<file path="config.mk">
export PLATFORM = sky130hd
export DESIGN_NAME = clk_div_n
export DESIGN_NICKNAME = d
export VERILOG_FILES = /design/src/rtl/clk_div_n.sv
export SDC_FILE = /design/constraint.sdc
export NUM_CORES = 1
export LEC_CHECK = 0
export CAP_MARGIN = 25
export CORE_UTILIZATION = 40
export CTS_CLUSTER_SIZE = 12
export DETAILED_ROUTE_END_ITERATION = 8
export SLEW_MARGIN = 30
export SYNTH_ARGS = -nofsm -noshare
export SYNTH_HDL_FRONTEND = slang
export SYNTH_SLANG_ARGS = --single-unit
</file>
<file path="constraint.sdc">
create_clock -name clk_in -period 2.9 [get_ports clk_in]
set_input_delay 0.435 -clock clk_in [delete_from_list [all_inputs] [get_ports clk_in]]
set_output_delay 0.435 -clock clk_in [all_outputs]
set_load 0.005 [all_outputs]
</file>
<file path="src/rtl/clk_div_n.sv">
// Programmable 50%-duty integer clock divider (N = 2 .. 2^WIDTH-1).
// The divisor changes only on period boundaries; odd N uses a negedge phase flop.
module clk_div_n #(
  parameter int WIDTH       = 8,
  parameter int DEFAULT_DIV = 3
) (
  input  logic             clk_in,
  input  logic             reset,
  input  logic             en,
  input  logic [WIDTH-1:0] div,
  input  logic             div_load,
  output logic             clk_out,
  output logic             tick,
  output logic             running,
  output logic [WIDTH-1:0] div_cur,
  output logic             div_err
);

  localparam logic [WIDTH-1:0] DEF_DIV = WIDTH'(DEFAULT_DIV);
  localparam logic [WIDTH-1:0] MIN_DIV = WIDTH'(2);

  typedef enum logic {IDLE, RUN} state_t;

  state_t           state;
  logic [WIDTH-1:0] cnt;
  logic [WIDTH-1:0] pend;
  logic [WIDTH-1:0] half;
  logic [WIDTH-1:0] cnt_inc;
  logic [WIDTH-1:0] last;
  logic             p_q;
  logic             n_q;
  logic             odd;
  logic             boundary;

  assign half     = div_cur >> 1;
  assign odd      = div_cur[0];
  assign cnt_inc  = cnt + WIDTH'(1);
  assign last     = div_cur - WIDTH'(1);
  assign boundary = (state == IDLE) || (cnt == last);
  assign running  = (state == RUN);
  assign clk_out  = p_q | n_q;

  always_ff @(posedge clk_in) begin
    if (reset) begin
      state   <= IDLE;
      cnt     <= '0;
      p_q     <= 1'b0;
      tick    <= 1'b0;
      div_err <= 1'b0;
      div_cur <= DEF_DIV;
      pend    <= DEF_DIV;
    end else begin
      if (boundary) begin
        // div_cur picks up the pend value held before this edge, so a load
        // arriving in the boundary cycle itself waits for the next boundary.
        div_cur <= pend;
        cnt     <= '0;
        if (en) begin
          state <= RUN;
          p_q   <= 1'b1;
          tick  <= 1'b1;
        end else begin
          state <= IDLE;
          p_q   <= 1'b0;
          tick  <= 1'b0;
        end
      end else begin
        cnt  <= cnt_inc;
        p_q  <= (cnt_inc < half);
        tick <= 1'b0;
      end

      div_err <= 1'b0;
      if (div_load) begin
        if (div >= MIN_DIV) begin
          pend <= div;
        end else begin
          div_err <= 1'b1;
        end
      end
    end
  end

  // Extends the high phase by half a clk_in cycle for odd divisors.
  always_ff @(negedge clk_in) begin
    if (reset) begin
      n_q <= 1'b0;
    end else begin
      n_q <= p_q & odd;
    end
  end

endmodule

</file>
==> metrics.log, run 1 <==
INFO  metric status = complete, no violations
INFO  metric number_of_h_tree_levels = 2
INFO  metric startpoint = n_q
INFO  metric clk_pin_slew = 0.06 ns
INFO  metric syn_avg_cell_area = 8.898 um^2
INFO  metric rr_endpoint = p_q
INFO  metric synth.yosys.warnings = 0
INFO  metric report.power.total = 893.0 uW
INFO  metric synth_simple_gate_area_share = 0.2349
INFO  metric placedInstanceArea = 0.001770 mm^2
INFO  metric finalWeightedCongestion = 0.7970
INFO  metric postCtsSetupBuffers = 0
INFO  metric tritoncts = built
INFO  metric worst_ir_drop_vdd = 0.2819 mV
INFO  metric grt.met1_usage = 0.1901
INFO  metric main_combinational_cell_family_by_area_after_synthesis = simple AND/OR/NAND/NOR gates
INFO  metric dieArea = 0.004032 mm^2
INFO  metric synthCells = 170
INFO  metric synth_seq_cells = 29
INFO  metric power_density = 481.6 mW/mm^2
INFO  metric die_y = 63.50 um
INFO  metric maxCapViolCount = 0
INFO  metric clk-insertion-delay-late = 0.34 ns
INFO  metric overflow = 0
INFO  metric netlist-cell-type-count = 31
INFO  metric hold_path_class = flip-flop to flip-flop
INFO  metric timing.reg2reg.setup_slack = 0.49 ns
INFO  metric total_standard_cell_area_after_synthesis = 0.001513 mm^2
INFO  metric grt_pass1_wl = 5209 um
INFO  metric drt_drc_violations_left = 0
INFO  metric design.final.nets = 213
INFO  metric final.setup_skew = 0.05802 ns
INFO  metric rr_startpoint = div_cur[0]
INFO  metric starting_density_of_the_core = 0.4361
INFO  metric grt_pass1_vias = 1153
INFO  metric cp.required = 2.47 ns
INFO  metric setup_viol = 0
INFO  metric setup.worst_path.end = clk_out
INFO  metric grt_max_degree = 37
INFO  metric post_synth_fa_ha_maj_area_fraction = 0.06617
INFO  metric port-buffer-count = 23
INFO  metric maximum_number_of_buffers_from_clock_root_to_sink = 2
INFO  metric groute.layer.met3.usage = 0.04167
INFO  metric drt_pre_antenna_iters = 4
INFO  metric mappedNetlistNets = 190
INFO  metric drt-wirelength-per-cell = 13.12 um
INFO  metric crit_type = flip-flop to primary output
INFO  metric setup_total_negative_slack = 0 ns
INFO  metric setup.worst_path.end_class = primary output
INFO  metric final_cell_area = 0.001854 mm^2
INFO  metric yosys-mux-area-fraction = 0.05955
INFO  metric global_route.usage.total = 0.1690
INFO  metric floorplan.core_area = 0.003468 mm^2
INFO  metric cts_inserted_buffers = 5
INFO  metric cp_max_fo = 1
INFO  metric ioPinCount = 24
INFO  metric placementRows = 21
INFO  metric final_max_slew_viol_count = 0
INFO  metric post_route_cells_drive_above_1_share = 0.06186
INFO  metric p_leak = 0.0007274 uW
INFO  metric synth_xor_area_frac = 0.08106
INFO  metric drt.antenna.violating_nets = 0
INFO  metric area_added_between_synthesis_and_finish = 22.58%
INFO  metric busiest_layer = met2
INFO  metric grt_util_met2 = 0.2926
INFO  metric critical_path.startpoint_type = flip-flop
INFO  metric synth_sequential_area_ratio = 0.3838
INFO  metric max_transition_margin = 0.5987
INFO  metric synthTopCellsByArea = sky130_fd_sc_hd__dfxtp_1, sky130_fd_sc_hd__ha_1, sky130_fd_sc_hd__mux2i_1
INFO  metric first_iter_violations = 61
INFO  metric cp_data_arrival_time = 2.40 ns
INFO  metric initial_antenna_violation_count = 0
INFO  metric n_antenna_cell = 0
INFO  metric final_hold_viol_count = 0
INFO  metric route.detailed.vias_per_inst = 5.071
INFO  metric tightestPinTransition = 0.5999 ns
INFO  metric clock-sinks = 29
INFO  metric routed_wirelength = 3148 um
INFO  metric dr_total_vias = 1217
INFO  metric synth_largest_area_cell = sky130_fd_sc_hd__dfxtp_1
INFO  metric reg2regPathDepth = 7
INFO  metric root_buffer = sky130_fd_sc_hd__clkbuf_8
INFO  metric area_fraction_of_the_dominant_cell_type_after_synthesis = 0.3838
INFO  metric die-width = 63.50 um
INFO  metric dpl.hpwl = 2378 um
INFO  metric synth-compound-area-share = 0.1249
INFO  metric rsz0062_at_grt = no
-- cell type report --
class	instances	area [um^2]
Sequential cell	29	580.6
Clock inverter	4	21.27
Timing Repair Buffer	24	232.7
Tap cell	46	57.56
Clock buffer	5	68.82
Inverter	9	33.78
Fill cell	361	1614
Multi-Input combinational cell	123	859.6
-- logic make-up after synthesis --
logic type / Yosys count
compound gates: 24
xor+xnor: 14
fa+ha+maj: 8
buf+inv: 18
flops: 29
mux: 9
simple gates: 68
-- synth_stat cells --
| cell type | count |
|---|---|
| sky130_fd_sc_hd__buf_6 | 1 |
| sky130_fd_sc_hd__or2_2 | 1 |
| sky130_fd_sc_hd__inv_1 | 10 |
| sky130_fd_sc_hd__nor2_1 | 12 |
| sky130_fd_sc_hd__a211o_1 | 1 |
| sky130_fd_sc_hd__mux2i_1 | 9 |
| sky130_fd_sc_hd__and3_1 | 3 |
| sky130_fd_sc_hd__xor2_1 | 6 |
| sky130_fd_sc_hd__nor3_1 | 5 |
| sky130_fd_sc_hd__nor3b_1 | 8 |
| sky130_fd_sc_hd__nand2_1 | 17 |
| sky130_fd_sc_hd__a21oi_1 | 8 |
| sky130_fd_sc_hd__ha_1 | 8 |
| sky130_fd_sc_hd__and4_1 | 1 |
| sky130_fd_sc_hd__a221o_1 | 2 |
| sky130_fd_sc_hd__a21o_1 | 2 |
| sky130_fd_sc_hd__o41a_1 | 1 |
| sky130_fd_sc_hd__and3b_1 | 1 |
| sky130_fd_sc_hd__clkbuf_1 | 7 |
| sky130_fd_sc_hd__nand3_1 | 5 |
| sky130_fd_sc_hd__nand4_1 | 1 |
| sky130_fd_sc_hd__nand2b_1 | 13 |
| sky130_fd_sc_hd__o41ai_4 | 1 |
| sky130_fd_sc_hd__a22oi_1 | 1 |
| sky130_fd_sc_hd__o211ai_1 | 4 |
| sky130_fd_sc_hd__o2111ai_1 | 1 |
| sky130_fd_sc_hd__a211oi_1 | 2 |
| sky130_fd_sc_hd__o21ai_0 | 1 |
| sky130_fd_sc_hd__dfxtp_1 | 29 |
| sky130_fd_sc_hd__xnor2_1 | 8 |
| sky130_fd_sc_hd__nor4_1 | 1 |
-- stage by stage --
stage / std cells / worst slack (ns) / utilization / hold WS, ns
finish: 240 / 0.06486 / 0.5346 / 0.4545
global route: 240 / 0.04050 / 0.5346 / 0.4720
CTS: 240 / 0.01027 / 0.5339 / 0.4573
detailed placement: 232 / 0.04546 / 0.5105 / 0.4484
global placement: 232 / 0.04417 / 0.5105 / 0.4463
floorplan: 170 / 0.09893 / - / 0.4361
-- placed cells by master, fill, tap and decap left out, types with 2 or more instances in the layout --
| master | n |
|---|---|
| sky130_fd_sc_hd__xnor2_1 | 8 |
| sky130_fd_sc_hd__ha_1 | 8 |
| sky130_fd_sc_hd__inv_1 | 10 |
| sky130_fd_sc_hd__dfxtp_1 | 29 |
| sky130_fd_sc_hd__clkbuf_8 | 5 |
| sky130_fd_sc_hd__nand2_1 | 17 |
| sky130_fd_sc_hd__nand3_1 | 5 |
| sky130_fd_sc_hd__a21o_1 | 2 |
| sky130_fd_sc_hd__nor3b_1 | 8 |
| sky130_fd_sc_hd__nor3_1 | 5 |
| sky130_fd_sc_hd__and3_1 | 3 |
| sky130_fd_sc_hd__nand2b_1 | 13 |
| sky130_fd_sc_hd__nor2_1 | 12 |
| sky130_fd_sc_hd__a21oi_1 | 8 |
| sky130_fd_sc_hd__xor2_1 | 6 |
| sky130_fd_sc_hd__clkdlybuf4s50_1 | 22 |
| sky130_fd_sc_hd__mux2i_1 | 9 |
| sky130_fd_sc_hd__o211ai_1 | 4 |
| sky130_fd_sc_hd__a221o_1 | 2 |
| sky130_fd_sc_hd__a211oi_1 | 2 |
-- worst min path at each step --
stage	start	end	slack, ns	cells past startpoint
final	pend[7]	pend[7]	0.45	2
after global routing	pend[7]	pend[7]	0.47	2
after global placement	pend[4]	pend[4]	0.45	2
after detailed placement	pend[7]	pend[7]	0.45	2
after CTS	pend[7]	pend[7]	0.46	2
after floorplan	pend[0]	pend[0]	0.44	1
-- registers in the layout, indices dropped and copies added (netlist names) --
register and count:
cnt 8, div_cur 8, pend 8, div_err 1
n_q 1, p_q 1, running 1, tick 1
-- per-layer routing --
layer  vias up  part of all wire
met4         0             0.011
met1       566              0.44
met5         -                 0
li1        629                 -
met3         4             0.041
met2        18              0.51
-- power by group --
group	switching (uW)	total, uW	internal (uW)
registers	16.9	434	417
clock network	160	327	166
logic	60.2	132	72.1
-- worst max-delay path, stage by stage, from the launching register on --
cell and delay, ns:
sky130_fd_sc_hd__dfxtp_1 0.29, sky130_fd_sc_hd__or2_4 0.21, sky130_fd_sc_hd__buf_2 0.12
-- timing repair --
item | in CTS | in global routing
endpoints found under the setup margin | 1 | 1
gates resized for setup | 4 | 1
gates cloned | 0 | 0
hold buffers | 0 | 0
No activity file was read; power rests on OpenSTA's default activity.
==> run 2, diff against run 1 <==
--- a/config.mk
+++ b/config.mk
@@ -5,7 +5,7 @@
 export SDC_FILE = /design/constraint.sdc
 export NUM_CORES = 1
 export LEC_CHECK = 0
-export CAP_MARGIN = 25
+export CAP_MARGIN = 15
 export CORE_UTILIZATION = 40
 export CTS_CLUSTER_SIZE = 12
 export DETAILED_ROUTE_END_ITERATION = 8
==> results of run 2 <==
Final layout, timing and power as in run 1 (identical DEF).
==> run 3, diff against run 2 <==
--- a/config.mk
+++ b/config.mk
@@ -6,9 +6,11 @@
 export NUM_CORES = 1
 export LEC_CHECK = 0
 export CAP_MARGIN = 15
+export CORE_MARGIN = 4
 export CORE_UTILIZATION = 40
 export CTS_CLUSTER_SIZE = 12
 export DETAILED_ROUTE_END_ITERATION = 8
+export SKIP_CTS_REPAIR_TIMING = 1
 export SLEW_MARGIN = 30
 export SYNTH_ARGS = -nofsm -noshare
 export SYNTH_HDL_FRONTEND = slang
==> run 3 against run 2 <==
  * First-iteration DRC count fell by 3.3%
  * Non-clock buffer count unchanged
  * Final cell count rose by 0.83%
  * Via count up 3.4%
  * Die area grew 20%
  * Utilization fell by 1.9 points
  * Power increased by 9.0%
  * Sequential cell count did not move
  * Sequential power barely moved
  * Critical path type unchanged
  * Largest cell class unchanged
  * Highest routed layer unchanged
==> metrics.log, run 3 (synthesized netlist as in run 1, its figures left out) <==
INFO  metric status = complete, no violations (unchanged)
INFO  metric p_leak = 0.0007497 uW (was 0.0007274 uW)
INFO  metric initial_antenna_violation_count = 0 (unchanged)
INFO  metric rr_startpoint = div_cur[0] (unchanged)
INFO  metric overflow = 0 (unchanged)
INFO  metric maxCapViolCount = 0 (unchanged)
INFO  metric worst_ir_drop_vdd = 0.3033 mV (was 0.2819 mV)
INFO  metric hold_start = pend[7] (unchanged)
INFO  metric port-buffer-count = 23 (unchanged)
INFO  metric timing.reg2reg.setup_slack = 0.48 ns (was 0.49 ns)
INFO  metric global_route.usage.total = 0.1398 (was 0.1690)
INFO  metric tritoncts = built (unchanged)
INFO  metric cp_max_fo = 1 (unchanged)
INFO  metric mostFrequentLayoutCell = sky130_fd_sc_hd__dfxtp_1 (unchanged)
INFO  metric crit_type = flip-flop to primary output (unchanged)
INFO  metric final.setup_skew = 0.05509 ns (was 0.05802 ns)
INFO  metric worstHoldPathCells = 2 (unchanged)
INFO  metric clock-sinks = 29 (unchanged)
INFO  metric timing.critical_path.buf_inv = 1 (unchanged)
INFO  metric dr_total_vias = 1258 (was 1217)
INFO  metric critical_path.startpoint_type = flip-flop (unchanged)
INFO  metric finalHoldWorstSlack = 0.4549 ns (was 0.4545 ns)
INFO  metric reg.largest.list = cnt x8, div_cur x8, pend x8 (unchanged)
INFO  metric drt.antenna.violating_nets = 0 (unchanged)
INFO  metric n_antenna_cell = 0 (unchanged)
INFO  metric cp_slowest_cell = sky130_fd_sc_hd__dfxtp_1 (unchanged)
INFO  metric drt_drc_violations_left = 0 (unchanged)
INFO  metric drt-wirelength-per-cell = 12.94 um (was 13.12 um)
INFO  metric placementRows = 22 (was 21)
INFO  metric number_of_h_tree_levels = 2 (unchanged)
INFO  metric clk-insertion-delay-late = 0.33 ns (was 0.34 ns)
INFO  metric final_max_slew_viol_count = 0 (unchanged)
INFO  metric most-common-layout-cells = sky130_fd_sc_hd__dfxtp_1, sky130_fd_sc_hd__clkdlybuf4s50_1, sky130_fd_sc_hd__nand2_1 (unchanged)
INFO  metric routed_wirelength = 3132 um (was 3148 um)
INFO  metric critical_path_s_top_delay_family = flip-flops (unchanged)
INFO  metric setup_viol = 0 (unchanged)
INFO  metric floorplan.core_area = 0.003661 mm^2 (was 0.003468 mm^2)
INFO  metric route.detailed.vias_per_inst = 5.198 (was 5.071)
INFO  metric setup_total_negative_slack = 0 ns (unchanged)
INFO  metric die_y = 69.50 um (was 63.50 um)
INFO  metric max_transition_margin = 0.5926 (was 0.5987)
INFO  metric area_added_between_synthesis_and_finish = 24.81% (was 22.58%)
INFO  metric tightestPinTransition = 0.6090 ns (was 0.5999 ns)
INFO  metric layout_setup_ws = 0.07200 ns (was 0.06486 ns)
INFO  metric rr_endpoint = div_cur[5] (was p_q)
INFO  metric whs_endpoint = pend[7] (unchanged)
INFO  metric dpl.hpwl = 2370 um (was 2378 um)
INFO  metric critical_path.max_stage_delay = 0.28 ns (was 0.29 ns)
INFO  metric timing.critical_path.cells = or2_4, buf_6 (was or2_4, buf_2)
INFO  metric cp.required = 2.47 ns (about the same)
INFO  metric ioPinCount = 24 (unchanged)
INFO  metric setup.worst_path.end_class = primary output (unchanged)
INFO  metric grt_pass1_vias = 1218 (was 1153)
INFO  metric clk_pin_slew = 0.06 ns (about the same)
INFO  metric maximum_number_of_buffers_from_clock_root_to_sink = 2 (unchanged)
INFO  metric post-place-ws = 0.04189 ns (was 0.04546 ns)
INFO  metric starting_density_of_the_core = 0.4132 (was 0.4361)
INFO  metric drt_pre_antenna_iters = 4 (unchanged)
INFO  metric grt_pass1_wl = 5506 um (was 5209 um)
INFO  metric design.final.nets = 213 (unchanged)
INFO  metric die-width = 69.50 um (was 63.50 um)
INFO  metric dieArea = 0.004830 mm^2 (was 0.004032 mm^2)
INFO  metric post_route_cells_drive_above_1_share = 0.05670 (was 0.06186)
INFO  metric reg2regPathDepth = 7 (unchanged)
INFO  metric hold_path_class = flip-flop to flip-flop (unchanged)
INFO  metric power_density = 515.4 mW/mm^2 (was 481.6 mW/mm^2)
INFO  metric grt_max_degree = 37 (unchanged)
INFO  metric fillerInstances = 365 (was 361)
INFO  metric final_hold_viol_count = 0 (unchanged)
INFO  metric rsz0062_at_grt = no (unchanged)
INFO  metric root_buffer = sky130_fd_sc_hd__clkbuf_8 (unchanged)
INFO  metric report.power.total = 973.1 uW (was 893.0 uW)
INFO  metric first_iter_violations = 59 (was 61)
INFO  metric finalWeightedCongestion = 0.7432 (was 0.7970)
INFO  metric cp_data_arrival_time = 2.39 ns (was 2.40 ns)
INFO  metric cts_inserted_buffers = 5 (unchanged)
[run 3: changes by cell type in the layout (fill, tap and decap cells not counted), sizes merged]
cell and change:
inv +1, clkinv -1, clkbuf +2, clkinvlp -2
[run 3: final cells by class]
type / instances / area (um^2) / area share
clock buffer: 7 / 107.6 / 0.05699
clock inverter: 2 / 7.507 / 0.003976
inverter: 9 / 33.78 / 0.01789
multi-input combinational: 123 / 859.6 / 0.4553
sequential: 29 / 580.6 / 0.3075
tap: 48 / 60.06 / 0.03181
timing repair buffer: 24 / 239.0 / 0.1266
[run 3: report_power, final]
group          switching (uW)  internal, uW  total, uW
Sequential               17.1           417        434
Clock                     160           243        403
Combinational            61.1          74.2        135
Total                     238           735        973
[run 3: worst max path at each step]
stage	from	to	slack, ns	cells after the start
3_5_place_dp	n_q	clk_out	0.04	2
5_1_grt	n_q	clk_out	0.009	2
4_1_cts	n_q	clk_out	-0.31	2
2_1_floorplan	reset	n_q	0.1	4
3_3_place_gp	n_q	clk_out	0.04	2
6_report	n_q	clk_out	0.07	2
[run 3: per-stage QoR]
| step | instance area (um^2) | utilization | std cells |
|---|---|---|---|
| detailed placement | 1773 | 0.4843 | 234 |
| global route | 1888 | 0.5157 | 242 |
| finish | 1888 | 0.5157 | 242 |
| CTS | 1884 | 0.5147 | 242 |
| global placement | 1773 | 0.4843 | 234 |
| floorplan | 1513 | - | 170 |
[run 3: worst min-delay path: cells and delay by family (launching register included)]
kind	cells	cell delay [ns]
DFF	1	0.31
AOI/OAI and AO/OA	1	0.05
and+or+nand+nor	1	0.05
[run 3: per-layer routing]
layer  up-vias  global-route usage  part of all wire
met4         0             0.04555             0.014
met3         6             0.04348             0.045
met5         -                   0                 0
met2        27              0.2362              0.49
li1        630                   -                 -
met1       595              0.1676              0.45
==> RTL edit, RTL diff (flow settings as in run 2) <==
Register the output `running`, without a reset; this adds one clock of latency there. The other outputs are not delayed to match.
--- a/src/rtl/clk_div_n.sv
+++ b/src/rtl/clk_div_n.sv
@@ -37,7 +37,9 @@
   assign cnt_inc  = cnt + WIDTH'(1);
   assign last     = div_cur - WIDTH'(1);
   assign boundary = (state == IDLE) || (cnt == last);
-  assign running  = (state == RUN);
+  always_ff @(posedge clk_in) begin
+    running <= (state == RUN);
+  end
   assign clk_out  = p_q | n_q;
 
   always_ff @(posedge clk_in) begin
Check against the original RTL: not checked (the comparison handles one clock edge and no latches or derived clocks); the edit may change what the design does.
==> RTL edit against run 2 <==
Global-route usage hardly changed. Clock power up 22%. Worst setup slack got worse by 1.9 ps. Routed wire length is 1.2% lower. Design area rose by 2.5%. Combinational power about the same. Total power up 9.8%. Sequential cell count is 1 higher. Critical path depth is the same. Highest routed layer unchanged. Largest cell class unchanged. Area after synthesis rose by 1.3%. Utilization is 1.5 points lower.
==> RTL edit: results (changes against run 2) <==
| Metric | Value |
|---|---|
| Status | `completed` |
| Layout cell share with drive strength beyond 1 | `6.154% (-0.032 points)` |
| Clk slew on worst S/H paths | `60 ps (about the same)` |
| Post-DP HPWL | `2.342 mm (-1.5%)` |
| Area share of fa/ha/maj cells after synthesis | `6.531% (-0.086 points)` |
| Dpl cell area | `1793 µm² (+1.3%)` |
| DRT iter0 DRCs | `41 (-33%)` |
| Area contributors post-synth | `dfxtp_1 (39%), ha_1 (6.5%), mux2i_1 (5.9%)` |
| Pwr Total | `980.9 µW (+9.8%)` |
| Clock network fraction of design power | `40.7% (+4.1 points)` |
| Crit path max fanout | `1 (unchanged)` |
| Final-layout fill cell count | `350 (-3.0%)` |
| Worst reg2reg path startpoint | `div_cur[0]` |
| Met3 Usage GRT | `4.821% (+0.65 points)` |
| Synth Area in Compound Gates | `12.33% (-0.16 points)` |
| Dpl ws | `42.76 ps (-2.708 ps)` |
| DRT met1 WL | `1.316 mm (-5.2%)` |
| ANT cells | `0 (unchanged)` |
| Non-Filler Instances | `243 (+1.3%)` |
| Clock skew | `58.82 ps (+0.7993 ps)` |
| Vias | `1231 (+1.2%)` |
| Reg2reg setup slack | `510 ps (+20 ps)` |
| Worst hold start | `state` |
| Reg-to-reg endpoint | `div_cur[5]` |
| GRT Total Usage | `16.94% (+0.043 points)` |
| Max_slew headroom | `59.27% (-0.60 points)` |
| Final net count | `214 (+0.47%)` |
| Metal3 WL | `114 µm (-11%)` |
| Drt wl/cell | `12.80 µm (-2.4%)` |
| Maximum VDD drop | `0.3151 mV (+12%)` |
| Met1 Usage GRT | `17.40% (-1.6 points)` |
| Seq/Total Area, Yosys | `39.18% (+0.80 points)` |
| Seq pwr | `450 µW (+4%)` |
| Sw Pwr | `235.7 µW (-0.80%)` |
| Leak | `0.0007532 µW (+3.5%)` |
| Hold Path Depth | `0 (-2)` |
| First-pass GRT wire length | `5.271 mm (+1.2%)` |
| Met2 WL | `1.610 mm (+0.88%)` |
| Met2 Usage GRT | `31.52% (+2.3 points)` |
| Xor and xnor area share after synthesis | `8.000% (-0.11 points)` |
| Global placer's final weighted congestion | `0.8335 (+4.6%)` |
| Vias in the first global route | `1252 (+8.6%)` |
| Post-synthesis mux area share | `5.878% (-0.078 points)` |
| Final worst slack | `63.00 ps (-1.860 ps)` |
| Syn nets | `191 (+0.53%)` |
| Synthesized instance count | `171 (+0.59%)` |
## RTL edit: cell count changes after synthesis
| cell | run 2 | this run |
|---|---|---|
| dfxtp_1 | 29 | 30 |
## RTL edit: timing repair
action                                  in CTS  in global routing
gates cloned                                 0                  0
resized for setup                            4                  1
endpoints found under the hold margin        0                  0
endpoints found under the setup margin       1                  1
## RTL edit: layout make-up
| cell class | instances | area [µm²] | share of cell area (%) |
|---|---|---|---|
| clock buffer | 8 | 110.1 | 5.793 |
| clock inverter | 1 | 3.754 | 0.1975 |
| inverter | 9 | 33.78 | 1.777 |
| multi-input combinational | 123 | 859.6 | 45.23 |
| sequential | 30 | 600.6 | 31.60 |
| tap | 48 | 60.06 | 3.160 |
| timing repair buffer | 24 | 232.7 | 12.24 |
## RTL edit: how the worst min path moves through the flow
stage | slack (ps) | to
after global placement | 400 | running
after CTS | 410 | running
after global routing | 430 | running
final | 410 | running
after floorplan | 390 | running
after detailed placement | 410 | running
